==> config.mk <==
export PLATFORM = sky130hd
export DESIGN_NAME = program_loader
export DESIGN_NICKNAME = d
export VERILOG_FILES = /design/src/rtl/program_loader.sv
export SDC_FILE = /design/constraint.sdc
export NUM_CORES = 1
export LEC_CHECK = 0
export BUFFER_PORTS_ARGS = -buffer_cell sky130_fd_sc_hd__clkbuf_2
export CAP_MARGIN = 20
export CORE_ASPECT_RATIO = 1.2
export CORE_MARGIN = 2
export CORE_UTILIZATION = 25
export DETAILED_ROUTE_END_ITERATION = 8
export PLACE_DENSITY = 0.52
export SYNTH_ARGS = -nofsm -noshare
export SYNTH_HDL_FRONTEND = slang
export SYNTH_SLANG_ARGS = --single-unit
==> constraint.sdc <==
create_clock -name clk -period 4.25 [get_ports clk]
set_input_delay 0.85 -clock clk [delete_from_list [all_inputs] [get_ports clk]]
set_output_delay 0.85 -clock clk [all_outputs]
set_load 0.01 [all_outputs]
==> src/rtl/program_loader.sv <==
// Byte-stream boot loader: address, word count and 16-bit words from a host, written to instruction memory.
// Optional trailing XOR checksum byte (CHECK state) is enabled by defining LOADER_CHECKSUM_EN.
module program_loader #(
    parameter int unsigned MAX_WORDS = 1024,
    parameter int unsigned BOOT_HOLD = 4
) (
    input  logic        clk,
    input  logic        reset,
    input  logic        start,
    input  logic        in_valid,
    input  logic [7:0]  in_data,
    output logic        in_ready,
    output logic        write_enable_fm,
    output logic [31:0] write_addr_fm,
    output logic [15:0] write_data_fm,
    output logic        core_rst,
    output logic        done,
    output logic        error
);
    typedef enum logic [3:0] {
        IDLE, ADDR, COUNT, DATA_LO, DATA_HI, CHECK, HOLD, DONE, ERR
    } state_t;

`ifdef LOADER_CHECKSUM_EN
    localparam state_t AFTER_DATA = CHECK;
`else
    localparam state_t AFTER_DATA = HOLD;
`endif

    state_t      state_q, state_d;
    logic [1:0]  byte_cnt_q, byte_cnt_d;
    logic [31:0] addr_q, addr_d;
    logic [7:0]  cnt_lo_q, cnt_lo_d;
    logic [15:0] words_q, words_d;
    logic [7:0]  lo_q, lo_d;
    logic [15:0] data_q, data_d;
    logic        we_q, we_d;
    logic [7:0]  csum_q, csum_d;
    logic [31:0] hold_q, hold_d;

    logic        accept;
    logic        start_ok;
    logic [15:0] count_n;

    assign accept   = in_valid && in_ready;
    assign start_ok = start && (state_q == IDLE || state_q == DONE || state_q == ERR);
    assign count_n  = {in_data, cnt_lo_q};

    // State register
    always_ff @(posedge clk or negedge reset) begin
        if (!reset) begin
            state_q    <= IDLE;
            byte_cnt_q <= '0;
            addr_q     <= '0;
            cnt_lo_q   <= '0;
            words_q    <= '0;
            lo_q       <= '0;
            data_q     <= '0;
            we_q       <= 1'b0;
            csum_q     <= '0;
            hold_q     <= '0;
        end else begin
            state_q    <= state_d;
            byte_cnt_q <= byte_cnt_d;
            addr_q     <= addr_d;
            cnt_lo_q   <= cnt_lo_d;
            words_q    <= words_d;
            lo_q       <= lo_d;
            data_q     <= data_d;
            we_q       <= we_d;
            csum_q     <= csum_d;
            hold_q     <= hold_d;
        end
    end

    // Next-state logic
    always_comb begin
        state_d = state_q;
        case (state_q)
            IDLE, DONE, ERR: if (start_ok) state_d = ADDR;
            ADDR:    if (accept && byte_cnt_q == 2'd3) state_d = COUNT;
            COUNT: begin
                if (accept && byte_cnt_q == 2'd1) begin
                    if ({16'd0, count_n} > 32'(MAX_WORDS)) state_d = ERR;
                    else if (count_n == 16'd0)             state_d = AFTER_DATA;
                    else                                   state_d = DATA_LO;
                end
            end
            DATA_LO: if (accept) state_d = DATA_HI;
            DATA_HI: if (accept) state_d = (words_q == 16'd1) ? AFTER_DATA : DATA_LO;
`ifdef LOADER_CHECKSUM_EN
            CHECK:   if (accept) state_d = (in_data == csum_q) ? HOLD : ERR;
`endif
            HOLD:    if (hold_q == 32'(BOOT_HOLD - 1)) state_d = DONE;
            default: state_d = IDLE;
        endcase
    end

    // Datapath: byte assembly, checksum, write strobe and address advance
    always_comb begin
        byte_cnt_d = byte_cnt_q;
        addr_d     = addr_q;
        cnt_lo_d   = cnt_lo_q;
        words_d    = words_q;
        lo_d       = lo_q;
        data_d     = data_q;
        we_d       = 1'b0;
        csum_d     = csum_q;
        hold_d     = (state_q == HOLD) ? hold_q + 32'd1 : '0;

        if (start_ok) begin
            byte_cnt_d = '0;
            csum_d     = '0;
        end
        if (we_q) addr_d = addr_q + 32'd1;

        if (accept) begin
            if (state_q != CHECK) csum_d = csum_q ^ in_data;
            case (state_q)
                ADDR: begin
                    addr_d[{byte_cnt_q, 3'b000} +: 8] = in_data;
                    byte_cnt_d = byte_cnt_q + 2'd1;
                end
                COUNT: begin
                    if (byte_cnt_q == 2'd0) begin
                        cnt_lo_d   = in_data;
                        byte_cnt_d = 2'd1;
                    end else begin
                        words_d    = count_n;
                        byte_cnt_d = 2'd0;
                    end
                end
                DATA_LO: lo_d = in_data;
                DATA_HI: begin
                    data_d  = {in_data, lo_q};
                    we_d    = 1'b1;
                    words_d = words_q - 16'd1;
                end
                default: ;
            endcase
        end
    end

    // Outputs
    always_comb begin
        in_ready        = (state_q == ADDR) || (state_q == COUNT) || (state_q == DATA_LO) ||
                          (state_q == DATA_HI) || (state_q == CHECK);
        write_enable_fm = we_q;
        write_addr_fm   = addr_q;
        write_data_fm   = data_q;
        core_rst        = (state_q != DONE);
        done            = (state_q == DONE);
        error           = (state_q == ERR);
    end
endmodule

==> reports/results.ini, run 1 <==
[synth]
syn_nets = 691
yosysSeqAreaShare_pct = 46.6
synth_area_leaders = dfrtp_1, mux2_2, o21ai_0
syn_area_um2 = 6390
yosys_warnings = 0
synth-edff-count = 0
ys_seq_elements = 119
yosysTopAreaCellShare_pct = 46.6
synth_largest_area_cell = dfrtp_1
synth_async_sr_flop_share_pct = 100
synthFlopType = dfrtp_1
synth_cells = 669
ys_types = 64
synth.avg_cell_area_um2 = 9.55

[clock_network]
ctsRootBufferMaster = clkbuf_16
clockBufferDepth = 2
cts_tree = yes
htreeDepth = 4
path_clk_slew_ns = 0.07
cts_buffers = 17
post-cts-setup-buffers = 0
clk_latency_ns = 0.42
holdBufCountCts = 0
cts.sinks = 119
cts_resized = 0

[finish]
multi_input_area_um2 = 3180
area_delta_synth_final_pct = 19.0
regArea_um2 = 2980
drive_gt1_share_pct = 19.8
antenna_cells = 0
fin_nets = 741
fill_cells = 2705
final_cells = 1062

[timing]
hold_viol = 0
rsz0062_at_grt = no
timing.fmax_mhz = 351
finalCritPeriodShare_pct = 67.0
finalCriticalPeriod_ns = 2.85
setup_viol = 0
slew_headroom_pct = 29.6
worst_pin_slew_ns = 1.05
clock_skew_ns = 0.0136
maxSlewViolCount = 0
tns_ns = 0

[global_route]
grt_max_degree = 66
antenna_found_initial = 0
globalRouteOverflowTotal = 0
grt_pass1_wl_um = 28800
grt.total_usage_pct = 13.8
grt_pass1_vias = 5133

[critical_path]
arrival_ns = 2.00
crit_required_ns = 3.40
cp_max_fo = 17
end_kind = output port
cp-start-kind = register
crit_chain = nor2b_1 -> nand3_1 -> inv_1 -> clkbuf_2
crit_type = reg2out
cp_slowest_stage_delay_ns = 0.70
cp_slowest_cell = dfrtp_1

[floorplan]
io_pins = 65
start_util_pct = 25.2
die_area_um2 = 26900
rows = 64
chipHeight_um = 179
die_w_um = 150
core_area_um2 = 25300

[power]
p_per_area_nw_per_um2 = 628
cellLeakagePower_nw = 3.20
peakVddDrop_mv = 0.303

[drt]
drc = 0
drtIter0Drc = 384
drt_pass1_iterations = 5
via_count = 5194
routed_via_density = 4.89
ant_nets = 0
post_drt_wl_per_cell_um = 16.6
totalWireLength_um = 17700

[status]
status = finished clean

[placement]
place.gp.congestion = 0.838
port_buffers = 64
dp_hpwl_um = 12100
dpl.cell_count = 1030

[worst_hold_path]
hold_class = reg2reg

[run]
max-cap-violations = 0

==> worst max-delay path: cells and delay by family (launching register included) <==
family | cells | cell delay (ns)
flops | 1 | 0.70
simple gates | 2 | 0.63
buf+inv | 2 | 0.24
==> per-stage QoR <==
step	setup WS [ns]	hold WS, ns	power, mW	cell area (um^2)	utilization [%]
floorplan	2.01	0.446	2.80	6390	-
global placement	1.58	0.472	3.34	7010	27.7
detailed placement	1.52	0.479	3.36	7010	27.7
CTS	1.38	0.491	4.83	7600	30.0
global route	1.23	0.505	5.10	7600	30.0
finish	1.40	0.483	4.77	7600	30.0
==> cells in the mapped netlist, types with 7 or more instances <==
cell        n
dfrtp_1   119
nand2_1    61
o21ai_0    51
nor2_1     48
a21oi_1    33
mux2_2     30
nor4_1     28
clkbuf_1   26
nand3_1    26
xnor2_1    26
xor2_1     25
inv_1      21
nand4_1    21
nor3_1     18
and3_1     12
or3_1      11
ha_1       10
buf_2       9
and2_1      7
nor2b_1     7
==> area by class of cell <==
cell class                 instances  area share (%)
multi-input combinational        493            41.9
sequential                       119            39.2
clock buffer                      17            5.60
tap                              330            5.43
timing repair buffer              67            4.71
clock inverter                    15            2.17
inverter                          21            1.04
==> sequential cells by signal, indices dropped and copies added (netlist names) <==
signal	flops
words_q	16
lo_q	8
write_data_fm	16
cnt_lo_q	8
state_q	4
hold_q	32
byte_cnt_q	2
write_enable_fm	1
write_addr_fm	32
==> cell families after synthesis <==
family | after synthesis | synth area share, %
fa+ha+maj | 10 | 1.96
compound gates | 131 | 12.4
mux | 31 | 5.44
buf+inv | 57 | 3.58
flops | 119 | 46.6
xor+xnor | 51 | 6.99
simple gates | 270 | 23.0
==> layer usage <==
metal	vias to the layer above	share of wire, %	track usage (%)
met1	2564	47	18.7
met5	-	0	0
met3	11	3.5	2.77
li1	2523	-	-
met4	0	1.0	3.50
met2	96	49	22.7
==> layout by cell type, fill, tap and decap left out, drive strengths merged, types with 3 or more instances in the layout <==
master	Yosys	layout
and3	12	12
and4	4	4
inv	21	27
nand3	29	29
mux2	30	30
nor4b	4	4
a21oi	33	33
buf	10	4
o22ai	3	3
xnor2	26	26
xor2	25	25
nor3	19	19
a22o	6	6
and2	7	7
clkinv	0	7
nand4	24	24
dfrtp	119	119
nor2	50	50
clkbuf	26	80
nand2	62	62
nor4	29	29
a22oi	3	3
o21ai	56	56
ha	10	10
nor2b	7	7
nor3b	4	4
o2bb2ai	4	4
or3	11	11
==> report_power, final <==
part           internal (mW)  switching [mW]
sequential              1.48           0.436
combinational          0.644           0.772
clock                  0.876           0.569
total                   3.00            1.78
==> final timing paths <==
path,startpoint,end,slack [ns],depth (start not counted)
setup / recovery,state_q[2]$_DFFE_PN0P_,done,1.40,4
hold / removal,lo_q[2]$_DFFE_PN0P_,lo_q[2]$_DFFE_PN0P_,0.48,2
setup reg to reg,state_q[2]$_DFFE_PN0P_,write_data_fm[6]$_DFFE_PN0P_,1.51,4
hold reg to reg,lo_q[2]$_DFFE_PN0P_,lo_q[2]$_DFFE_PN0P_,0.48,2
max in group asynchronous,reset,words_q[5]$_DFFE_PN0P_,2.85,2
min in group asynchronous,reset,hold_q[12]$_DFF_PN0_,0.54,1
(Power assumes the default switching activity.)
==> inputs of run 2 (changes only) <==
--- a/config.mk
+++ b/config.mk
@@ -11,7 +11,7 @@
 export CORE_MARGIN = 2
 export CORE_UTILIZATION = 25
 export DETAILED_ROUTE_END_ITERATION = 8
-export PLACE_DENSITY = 0.52
+export PLACE_DENSITY = 0.54
 export SYNTH_ARGS = -nofsm -noshare
 export SYNTH_HDL_FRONTEND = slang
 export SYNTH_SLANG_ARGS = --single-unit
==> constraint.sdc (replaced) <==
create_clock -name clk -period 2.4 [get_ports clk]
set_input_delay 0.48 -clock clk [delete_from_list [all_inputs] [get_ports clk]]
set_output_delay 0.48 -clock clk [all_outputs]
set_load 0.01 [all_outputs]
==> reports/results.ini, run 2 (same netlist as run 1, synthesis figures left out) <==
[timing]
hold_slack_ns = 0.0197
rsz0062_at_grt = no
setup_viol = 0
maxSlewViolCount = 0
timing.fmax_mhz = 456
tns_ns = 0
slew_headroom_pct = 51.5
clock_skew_ns = 0.00792
worst_pin_slew_ns = 0.727
finalCriticalPeriod_ns = 2.19
hold_viol = 0
finalCritPeriodShare_pct = 91.3

[clock_network]
cts_buffers = 17
htreeDepth = 4
cts_tree = yes
ctsRootBufferMaster = clkbuf_16
post-cts-setup-buffers = 0
clockBufferDepth = 2
path_clk_slew_ns = 0.06
clk_latency_ns = 0.43
cts.sinks = 119

[global_route]
grt_pass1_wl_um = 29200
globalRouteOverflowTotal = 0
grt.total_usage_pct = 14.3
grt_pass1_vias = 5235
antenna_found_initial = 0
grt_max_degree = 36

[critical_path]
cp_slowest_stage_delay_ns = 0.52
cp_max_fo = 10
timing.rr.start = state_q[1]$_DFFE_PN0P_
arrival_ns = 1.71
crit_type = reg2out
crit_chain = nor2b_1 -> nand3_1 -> inv_1 -> clkbuf_2
critPathLaunch = state_q[3]$_DFFE_PN0P_
cp-start-kind = register
end_kind = output port
cp_slowest_cell = dfrtp_1
crit_required_ns = 1.92

[drt]
drt_pass1_iterations = 6
drc = 0
drtIter0Drc = 272
routed_via_density = 4.85
post_drt_wl_per_cell_um = 16.5
ant_nets = 0
totalWireLength_um = 18100
via_count = 5318

[finish]
layout_common_cells = dfrtp_1, clkbuf_2, nand2_1
area_delta_synth_final_pct = 24.6
final_common_cell = dfrtp_1
fin_nets = 775
regArea_um2 = 2980
fill_cells = 2684
antenna_cells = 0
multi_input_area_um2 = 3180
drive_gt1_share_pct = 23.4

[status]
status = finished clean

[floorplan]
io_pins = 65
chipHeight_um = 179
die_w_um = 150
rows = 64
start_util_pct = 25.2
core_area_um2 = 25300
die_area_um2 = 26900

[worst_hold_path]
hold_class = in2async

[run]
max-cap-violations = 0

[power]
peakVddDrop_mv = 0.565
fin_total_pwr_mw = 9.01
p_per_area_nw_per_um2 = 1130
cellLeakagePower_nw = 3.40

[placement]
dp_hpwl_um = 12700
place.gp.congestion = 0.853
port_buffers = 64

-- run 2: final cells by class --
class	count	area share, %
clock buffer	20	5.74
clock inverter	12	2.80
inverter	21	0.991
multi-input combinational	493	40.0
sequential	119	37.4
tap	330	5.19
timing repair buffer	101	7.86
-- run 2: worst paths after layout --
path                       cells after the start                     endpoint  slack (ns)
min in group clk                               3       state_q[0]$_DFFE_PN0P_        0.35
max in group asynchronous                      2  write_addr_fm[10]$_DFF_PN0_        1.76
hold reg to reg                                1          hold_q[0]$_DFF_PN0_        0.48
setup / recovery                               4                         done        0.21
hold / removal                                 1         hold_q[31]$_DFF_PN0_        0.02
setup reg to reg                               5       state_q[1]$_DFFE_PN0P_        0.21
-- run 2: timing repair --
item / 4_1_cts / 5_1_grt
setup endpoints to repair: 0 / 2
hold buffers: 0 / 0
resized for setup: 0 / 1
-- run 2: report_power, final --
| group | internal [mW] | leakage, nW | switching (mW) | total [mW] |
|---|---|---|---|---|
| Clock | 2.00 | 0.326 | 0.944 | 2.94 |
| Sequential | 2.62 | 1.58 | 0.711 | 3.33 |
| Combinational | 1.27 | 1.50 | 1.47 | 2.74 |
| Total | 5.89 | 3.40 | 3.12 | 9.01 |
-- run 2: worst max-delay path: cells and delay by family (launching register included) --
| family | cells | cell delay, ns |
|---|---|---|
| buf+inv | 2 | 0.22 |
| flops | 1 | 0.52 |
| simple gates | 2 | 0.55 |
-- run 2: per-stage QoR --
step                cells  utilization [%]  cell area [um^2]  setup WS, ns
floorplan             669                -              6390         0.492
global placement     1064             28.8              7280         0.287
detailed placement   1064             28.8              7280         0.249
CTS                  1096             31.4              7960        0.0244
global route         1096             31.4              7960        0.0404
finish               1096             31.4              7960         0.209
-- run 2: per-layer routing --
layer	vias to the layer above	part of all wire, %	track usage, %
met4	0	2.4	5.70
met2	110	48	22.8
met5	-	0	0
li1	2582	-	-
met1	2600	46	18.7
met3	26	3.5	3.33
==> inputs of run 3 (changes only) <==
--- a/config.mk
+++ b/config.mk
@@ -7,11 +7,13 @@
 export LEC_CHECK = 0
 export BUFFER_PORTS_ARGS = -buffer_cell sky130_fd_sc_hd__clkbuf_2
 export CAP_MARGIN = 20
+export CELL_PAD_IN_SITES_DETAIL_PLACEMENT = 1
+export CELL_PAD_IN_SITES_GLOBAL_PLACEMENT = 1
 export CORE_ASPECT_RATIO = 1.2
 export CORE_MARGIN = 2
 export CORE_UTILIZATION = 25
 export DETAILED_ROUTE_END_ITERATION = 8
-export PLACE_DENSITY = 0.54
+export PLACE_DENSITY = 0.62
 export SYNTH_ARGS = -nofsm -noshare
 export SYNTH_HDL_FRONTEND = slang
 export SYNTH_SLANG_ARGS = --single-unit
==> reports/results.ini, run 3 (same netlist as run 1, synthesis figures left out) <==
[finish]
antenna_cells = 0
final_common_cell = dfrtp_1
area_delta_synth_final_pct = 22.8
drive_gt1_share_pct = 23.6
fin_util_pct = 31.0
final_cells = 1093
layout_common_cells = dfrtp_1, clkbuf_2, nand2_1
fin_nets = 772
fill_cells = 3001

[global_route]
antenna_found_initial = 2
grt_pass1_wl_um = 31500
grt_max_degree = 120
grt.total_usage_pct = 15.2
globalRouteOverflowTotal = 0
grt_pass1_vias = 5697

[timing]
setup_viol = 0
timing.fmax_mhz = 451
worst_pin_slew_ns = 0.780
clock_skew_ns = 0.00878
slew_headroom_pct = 48.0
rsz0062_at_grt = no
hold_viol = 0
maxSlewViolCount = 0
finalCriticalPeriod_ns = 2.22
finalCritPeriodShare_pct = 92.5
tns_ns = 0

[floorplan]
core_area_um2 = 25300
die_w_um = 150
chipHeight_um = 179
rows = 64
die_area_um2 = 26900
start_util_pct = 25.2
io_pins = 65

[power]
pwr-share-comb_pct = 32.5
fin_total_pwr_mw = 8.65
cellLeakagePower_nw = 3.33
clock_power_share_pct = 29.0
switching_share_pct = 37.8
p_per_area_nw_per_um2 = 1100
peakVddDrop_mv = 0.548
power.switching_mw = 3.27
p_seq_share_pct = 38.5
power.internal_mw = 5.38

[placement]
place.gp.congestion = 0.799
port_buffers = 64
dp_hpwl_um = 13400
dpl.cell_count = 1061

[drt]
drtIter0Drc = 200
totalWireLength_um = 19200
highest_layer = met5
ant_nets = 0
post_drt_wl_per_cell_um = 17.6
drc = 0
via_count = 5455
drt_pass1_iterations = 4
wl_met2_um = 9360
route.met3.wl_um = 701
route.layer.met1.wl_um = 8750
routed_via_density = 4.99

[clock_network]
ctsRootBufferMaster = clkbuf_16
cts_buffers = 17
clockBufferDepth = 2
path_clk_slew_ns = 0.06
clk_latency_ns = 0.42
htreeDepth = 4
cts.sinks = 119
cts_tree = yes
holdBufCountCts = 0

[critical_path]
cp_max_fo = 10
regToRegEndpoint = state_q[1]$_DFFE_PN0P_
cp-start-kind = register
timing.rr.start = state_q[0]$_DFFE_PN0P_
critPathLaunch = state_q[2]$_DFFE_PN0P_
r2r_setup_slack_ns = 0.25
crit_type = reg2out
end_kind = output port
arrival_ns = 1.74
endpoint = done
worstRegToRegCells = 5
crit_required_ns = 1.92

[worst_hold_path]
hold_class = in2async

[status]
status = finished clean

[run]
max-cap-violations = 0

==> run 3: per-stage QoR <==
stage | setup WS [ns] | hold WS, ns | instance area, um^2
6_report | 0.181 | 0.148 | 7840
3_5_place_dp | 0.174 | 0.479 | 7240
3_3_place_gp | 0.226 | 0.459 | 7240
4_1_cts | 0.0612 | 0.204 | 7830
5_1_grt | 0.0247 | 0.207 | 7840
2_1_floorplan | 0.492 | 0.184 | 6390
==> run 3: power groups by stage <==
stage                     combinational, mW  clock (mW)  sequential [mW]
after floorplan                        1.68           0             3.29
after global placement                 2.76           0             3.35
after detailed placement               2.80           0             3.36
after CTS                              2.82        2.59             3.33
after global routing                   3.17        2.66             3.44
final                                  2.81        2.51             3.33
==> run 3: final cells by class <==
cell class	count	area [um^2]	share of cell area (%)
multi-input combinational	493	3200	40.8
timing repair buffer	98	591	7.53
inverter	21	78.8	1.00
clock inverter	14	143	1.82
clock buffer	18	439	5.60
sequential	119	2980	38.0
tap	330	413	5.26
==> run 3: worst min path at each step <==
stage                              endpoint  slack (ns)  cells after the start
4_1_cts                hold_q[16]$_DFF_PN0_        0.20                      2
3_5_place_dp        words_q[15]$_DFFE_PN0P_        0.48                      1
3_3_place_gp            lo_q[2]$_DFFE_PN0P_        0.46                      2
2_1_floorplan       byte_cnt_q[0]$_DFF_PN0_        0.18                      0
6_report       write_data_fm[5]$_DFFE_PN0P_        0.15                      2
5_1_grt        write_data_fm[5]$_DFFE_PN0P_        0.21                      2
==> run 3: critical path: stages, from the launching register on <==
cell and delay (ns):
dfrtp_2 0.46, buf_4 0.21, nor2b_2 0.23, nand3_1 0.19
inv_1 0.10, clkbuf_2 0.13
==> run 3: metal layers <==
| layer | vias to the layer above | global-route usage, % |
|---|---|---|
| met5 | - | 0 |
| met4 | 4 | 4.83 |
| met3 | 30 | 3.87 |
| met2 | 89 | 25.6 |
| met1 | 2753 | 19.0 |
| li1 | 2579 | - |
==> run 3: timing repair <==
item                                    in CTS  in global routing
endpoints found under the setup margin       2                  3
buffers inserted                             0                  0
pin swaps                                    0                  0
endpoints found under the hold margin        0                  0
resized for setup                            2                  3
gates cloned                                 0                  0
